## src/rtl/mem_stage_lsu.sv

```systemverilog
// MEM-stage load/store unit: one registered data-memory bus access per EX/MEM op, load data aligned and extended for MEM/WB.
// Latency: 2 cycles plus ack wait (misaligned: 1 cycle). Backpressure: stall holds the pipeline while an op is in IDLE or BUSY.
module mem_stage_lsu #(
    parameter int unsigned TIMEOUT_CYCLES = 255
) (
    input  logic        clk,
    input  logic        reset,
    input  logic        ex_valid,
    input  logic        mem_read,
    input  logic        mem_write,
    input  logic [2:0]  func3,
    input  logic [1:0]  load_size,
    input  logic        load_signed,
    input  logic [31:0] alu_result,
    input  logic [31:0] rd_two,
    output logic        stall,
    output logic [31:0] mem_rdata,
    output logic        done,
    output logic        misalign_err,
    output logic        bus_err,
    output logic        dm_req,
    output logic        dm_we,
    output logic [31:0] dm_addr,
    output logic [3:0]  dm_be,
    output logic [31:0] dm_wdata,
    input  logic [31:0] dm_rdata,
    input  logic        dm_ack
);

    typedef enum logic [1:0] {S_IDLE, S_BUSY, S_DONE} state_t;

    localparam logic [31:0] TO_LAST = 32'(TIMEOUT_CYCLES) - 32'd1;

    state_t      state_q, state_d;
    logic        dm_req_q, dm_req_d;
    logic        dm_we_q, dm_we_d;
    logic [31:0] dm_addr_q, dm_addr_d;
    logic [3:0]  dm_be_q, dm_be_d;
    logic [31:0] dm_wdata_q, dm_wdata_d;
    logic [31:0] mem_rdata_q, mem_rdata_d;
    logic        done_q, done_d;
    logic        misalign_err_q, misalign_err_d;
    logic        bus_err_q, bus_err_d;
    logic [1:0]  off_q, off_d;
    logic [1:0]  size_q, size_d;
    logic        signed_q, signed_d;
    logic [31:0] cnt_q, cnt_d;

    logic        mem_op;
    logic [1:0]  off;
    logic [1:0]  size;
    logic        misaligned;
    logic [3:0]  be_st;
    logic [31:0] wdata_rep;
    logic [31:0] shifted;
    logic [31:0] load_ext;
    logic        unused_func3;

    assign unused_func3 = func3[2];
    assign mem_op = ex_valid & (mem_read | mem_write);
    assign off    = alu_result[1:0];
    assign size   = mem_write ? func3[1:0] : load_size;

    always_comb begin
        misaligned = 1'b0;
        be_st      = 4'b1111;
        wdata_rep  = rd_two;
        case (size)
            2'b00: begin
                be_st     = 4'b0001 << off;
                wdata_rep = {4{rd_two[7:0]}};
            end
            2'b01: begin
                misaligned = off[0];
                be_st      = 4'b0011 << off;
                wdata_rep  = {2{rd_two[15:0]}};
            end
            2'b10: misaligned = (off != 2'b00);
            default: misaligned = 1'b1;
        endcase
    end

    // Shift the addressed lane down to bit 0 before extension.
    assign shifted = dm_rdata >> {off_q, 3'b000};

    always_comb begin
        load_ext = shifted;
        case (size_q)
            2'b00:   load_ext = {{24{signed_q & shifted[7]}}, shifted[7:0]};
            2'b01:   load_ext = {{16{signed_q & shifted[15]}}, shifted[15:0]};
            default: load_ext = shifted;
        endcase
    end

    always_comb begin
        state_d        = state_q;
        dm_req_d       = dm_req_q;
        dm_we_d        = dm_we_q;
        dm_addr_d      = dm_addr_q;
        dm_be_d        = dm_be_q;
        dm_wdata_d     = dm_wdata_q;
        mem_rdata_d    = mem_rdata_q;
        done_d         = 1'b0;
        misalign_err_d = 1'b0;
        bus_err_d      = 1'b0;
        off_d          = off_q;
        size_d         = size_q;
        signed_d       = signed_q;
        cnt_d          = cnt_q;
        case (state_q)
            S_IDLE: begin
                if (mem_op) begin
                    if (misaligned) begin
                        mem_rdata_d    = 32'd0;
                        misalign_err_d = 1'b1;
                        done_d         = 1'b1;
                        state_d        = S_DONE;
                    end else begin
                        dm_req_d   = 1'b1;
                        dm_we_d    = mem_write;
                        dm_addr_d  = {alu_result[31:2], 2'b00};
                        dm_be_d    = mem_write ? be_st : 4'b0000;
                        dm_wdata_d = wdata_rep;
                        off_d      = off;
                        size_d     = size;
                        signed_d   = load_signed;
                        cnt_d      = 32'd0;
                        state_d    = S_BUSY;
                    end
                end
            end
            S_BUSY: begin
                // An ack arriving on the timeout cycle takes priority.
                if (dm_ack) begin
                    dm_req_d    = 1'b0;
                    mem_rdata_d = dm_we_q ? 32'd0 : load_ext;
                    done_d      = 1'b1;
                    state_d     = S_DONE;
                end else if ((TIMEOUT_CYCLES != 0) && (cnt_q == TO_LAST)) begin
                    dm_req_d    = 1'b0;
                    mem_rdata_d = 32'd0;
                    bus_err_d   = 1'b1;
                    done_d      = 1'b1;
                    state_d     = S_DONE;
                end else begin
                    cnt_d = cnt_q + 32'd1;
                end
            end
            S_DONE:  state_d = S_IDLE;
            default: state_d = S_IDLE;
        endcase
    end

    always_ff @(posedge clk) begin
        if (reset) begin
            state_q        <= S_IDLE;
            dm_req_q       <= 1'b0;
            dm_we_q        <= 1'b0;
            dm_addr_q      <= 32'd0;
            dm_be_q        <= 4'd0;
            dm_wdata_q     <= 32'd0;
            mem_rdata_q    <= 32'd0;
            done_q         <= 1'b0;
            misalign_err_q <= 1'b0;
            bus_err_q      <= 1'b0;
            off_q          <= 2'd0;
            size_q         <= 2'd0;
            signed_q       <= 1'b0;
            cnt_q          <= 32'd0;
        end else begin
            state_q        <= state_d;
            dm_req_q       <= dm_req_d;
            dm_we_q        <= dm_we_d;
            dm_addr_q      <= dm_addr_d;
            dm_be_q        <= dm_be_d;
            dm_wdata_q     <= dm_wdata_d;
            mem_rdata_q    <= mem_rdata_d;
            done_q         <= done_d;
            misalign_err_q <= misalign_err_d;
            bus_err_q      <= bus_err_d;
            off_q          <= off_d;
            size_q         <= size_d;
            signed_q       <= signed_d;
            cnt_q          <= cnt_d;
        end
    end

    assign stall        = ((state_q == S_IDLE) & mem_op) | (state_q == S_BUSY);
    assign mem_rdata    = mem_rdata_q;
    assign done         = done_q;
    assign misalign_err = misalign_err_q;
    assign bus_err      = bus_err_q;
    assign dm_req       = dm_req_q;
    assign dm_we        = dm_we_q;
    assign dm_addr      = dm_addr_q;
    assign dm_be        = dm_be_q;
    assign dm_wdata     = dm_wdata_q;

endmodule
```

## config.mk

```make
export PLATFORM = sky130hd
export DESIGN_NAME = mem_stage_lsu
export DESIGN_NICKNAME = d
export VERILOG_FILES = /design/src/rtl/mem_stage_lsu.sv
export SDC_FILE = /design/constraint.sdc
export NUM_CORES = 1
export LEC_CHECK = 0
export ABC_AREA = 1
export CAP_MARGIN = 20
export CORE_AREA = 4 4 198 142
export CTS_BUF_LIST = sky130_fd_sc_hd__clkbuf_8
export DETAILED_ROUTE_END_ITERATION = 12
export DIE_AREA = 0 0 202 146
export PLACE_DENSITY = 0.61
export SETUP_SLACK_MARGIN = 0.05
export SLEW_MARGIN = 20
export SYNTH_ARGS = -nofsm -noshare
export SYNTH_HDL_FRONTEND = slang
export SYNTH_SLANG_ARGS = --single-unit
```

## constraint.sdc

```tcl
create_clock -name clk -period 2.05 [get_ports clk]
set_clock_uncertainty 0.15 [all_clocks]
set_input_delay 0.41 -clock clk [delete_from_list [all_inputs] [get_ports clk]]
set_output_delay 0.41 -clock clk [all_outputs]
set_load 0.02 [all_outputs]
```

==> impl_metrics.tcl <==
set metrics [dict create \
    first_pass_iters 5 \
    power_frac_seq_pct 44.1 \
    grt_max_degree 58 \
    synth_ff_type "dfxtp_1" \
    place.gp.congestion 0.852 \
    diodes 0 \
    period_share_pct 96.6 \
    cts_buffers 17 \
    crit_type "reg2reg" \
    maxCapViolations 0 \
    timing.critical_path.max_delay_family "simple AND/OR/NAND/NOR gates" \
    final_area_um2 10800 \
    yosys-top-cells-count "nand2_1 (363), dfxtp_1 (142), nor2_1 (105)" \
    drtIter0Drc 526 \
    die_h_um 146 \
    grt_overflow 0 \
    cts_root_buf "clkbuf_8" \
    area_delta_synth_final_pct 54.7 \
    fin_util_pct 41.0 \
    p_sw_share_pct 29.4 \
    synth-async-reset-ratio_pct 0 \
    path_max_fanout 7 \
    clk_pin_slew_worst_paths_ns 0.08 \
    io_buffers 210 \
    fin_ws_ns 0.0705 \
    start_kind "flip-flop" \
    ir_drop_mv 0.411 \
    finalHoldViolations 0 \
    antenna_found_initial 1 \
    cp_cell_sequence "nand2_1 -> nor2_2 -> nand2_1 -> nor2_1 -> nand2_2 -> nand2_4 -> nand3_4 -> clkbuf_16 -> nand2_2 -> a21oi_1" \
    hold_ws_ns 0.195 \
    synth_cells 1064 \
    max_slew_margin_pct 52.4 \
    core_um2 26300 \
    drive_above_1_share_pct 15.4 \
    io-pin-count 214 \
    routed_wl_mm 25.8 \
    p_int_mw 4.65 \
    final_nets 1453 \
    grt_usage_pct 16.7 \
    die_area_um2 29500 \
    clk_latency_ns 0.46 \
    synth_most_common_cell "nand2_1" \
    grt_pass1_wl_mm 39.8 \
    power.leakage_nw 5.03 \
    switchingPower_mw 1.94 \
    cts_tree "built" \
    cp.required_ns 2.21 \
    ys_seq_elements 142 \
    arrival_ns 2.14 \
    fillCellCount 2764 \
    drtAntennaViolNets 0 \
    clockBufferDepth 2 \
    path_buf_inv 1 \
    start_util_pct 26.5 \
    end_kind "flip-flop" \
    hold_class "in2reg" \
    ys_types 37 \
    maxSlewViolCount 0 \
    cp_slowest_cell "dfxtp_1" \
    combPwrFrac_pct 20.8 \
    numClockSinks 142 \
    synth_top_area_cell "dfxtp_1" \
    achievable-frequency_mhz 505 \
    drc 0 \
    cpPeakStageDelay_ns 0.42 \
    die_w_um 202 \
    grt_pass1_vias 7385 \
    netlist.area_leader.share_pct 40.8 \
    rsz0062_at_grt "true" \
    finalSetupViolations 0 \
    fin_tns_setup_ns 0 \
    ys_seq_area_share_pct 40.8 \
    min_period_ns 1.98 \
    power.density_nw_per_um2 611 \
    wl_per_cell_um 15.0 \
    placed_cell_area_um2 10100 \
    viasPerCell 4.54 \
    synth_edf_count 0 \
    power_frac_clock_pct 35.1 \
    avgSynthCellArea_um2 6.55 \
    place_ws_ns -0.525 \
    syn_area_um2 6970 \
    htreeDepth 4 \
    vias 7805 \
    yosysWarningCount 0 \
    dp_hpwl_mm 19.3 \
    synth.area.top_cells "dfxtp_1 (41%), nand2_1 (20%), a21oi_1 (7.3%), nor2_1 (5.7%), nand3_1 (5.0%)" \
    rows 50 \
    status "finished, final reports clean" \
    worst_slew_pin_slew_ns 0.715 \
]
power by group through the flow:
stage          Clock (mW)  Combinational (mW)  Sequential, mW
2_1_floorplan           0               0.505            3.07
3_5_place_dp            0                1.33            2.97
4_1_cts              2.38                1.29            2.91
5_1_grt              2.52                1.48            2.92
3_3_place_gp            0                1.32            2.97
6_report             2.32                1.37            2.91
metrics by stage:
stage,std cells,power [mW]
detailed placement,1675,4.30
global route,1718,6.92
floorplan,1065,3.58
global placement,1675,4.29
finish,1718,6.59
CTS,1705,6.58
state kept, by name, summed over array words and instances (netlist names), 2 cells and up:
name       cells
off_q          2
dm_be          4
mem_rdata     32
size_q         2
state_q        2
dm_addr       30
dm_wdata      32
cnt_q         32
per-layer routing:
| layer | routed length, um | global-route usage (%) |
|---|---|---|
| met1 | 11800 | 22.8 |
| met4 | 334 | 3.76 |
| met2 | 10900 | 24.5 |
| met5 | 7 | 0 |
| met3 | 2770 | 7.40 |
cells in the final DEF (no fill, tap or decap), drive strengths merged:
cell type / count
o22ai: 2
nor3: 6
or2: 2
o31ai: 7
o211ai: 8
nor4: 1
dlygate4sd2: 70
clkinv: 8
a21oi: 102
o21ai: 70
xor2: 8
nand4: 2
clkbuf: 19
nand3b: 1
conb: 2
clkdlybuf4s50: 105
nor2: 110
buf: 105
nor3b: 1
ha: 2
nand2: 368
dlymetal6s2s: 33
a31oi: 18
clkinvlp: 3
and2: 9
bufinv: 3
dfxtp: 142
inv: 74
nand3: 73
final timing paths:
check	start	end	slack, ns	cells past startpoint
setup / recovery	cnt_q[5]	mem_rdata[28]	0.07	10
hold / removal	reset	cnt_q[28]	0.19	3
setup reg to reg	cnt_q[5]	mem_rdata[28]	0.07	10
hold reg to reg	dm_wdata[1]	dm_wdata[1]	0.29	2
logic make-up after synthesis:
| logic type | count (synthesis) | synth area share, % |
|---|---|---|
| AO/OA/AOI/OAI | 207 | 15.8 |
| flip-flops | 142 | 40.8 |
| AND/OR/NAND/NOR | 573 | 34.1 |
| buffers and inverters | 131 | 8.00 |
| adder cells (fa/ha/maj) | 2 | 0.359 |
| other | 1 | 0.0538 |
| XOR/XNOR | 8 | 1.00 |
worst register-to-register path, cell delays in order (launching register included):
cell and delay (ns):
dfxtp_1 0.42, nand2_1 0.13, nor2_2 0.13, nand2_1 0.07, nor2_1 0.11, nand2_2 0.11, nand2_4 0.14, nand3_4 0.21
clkbuf_16 0.26, nand2_2 0.06, a21oi_1 0.05
cell type report:
type	count	area, um^2	area share, %
Sequential cell	142	2850	26.4
Inverter	75	285	2.64
Tap cell	364	455	4.22
Clock buffer	17	234	2.17
Multi-Input combinational cell	792	3780	35.0
Clock inverter	13	151	1.40
Timing Repair Buffer	315	3030	28.1
timing repair:
item,CTS,global route
gates resized for setup,75,100
endpoints found under the setup margin,156,98
hold buffers,0,0
cloned,0,3
pin swaps,1,6
hold endpoints to repair,0,0
setup buffers,0,10
No activity file was read; power rests on OpenSTA's default activity.
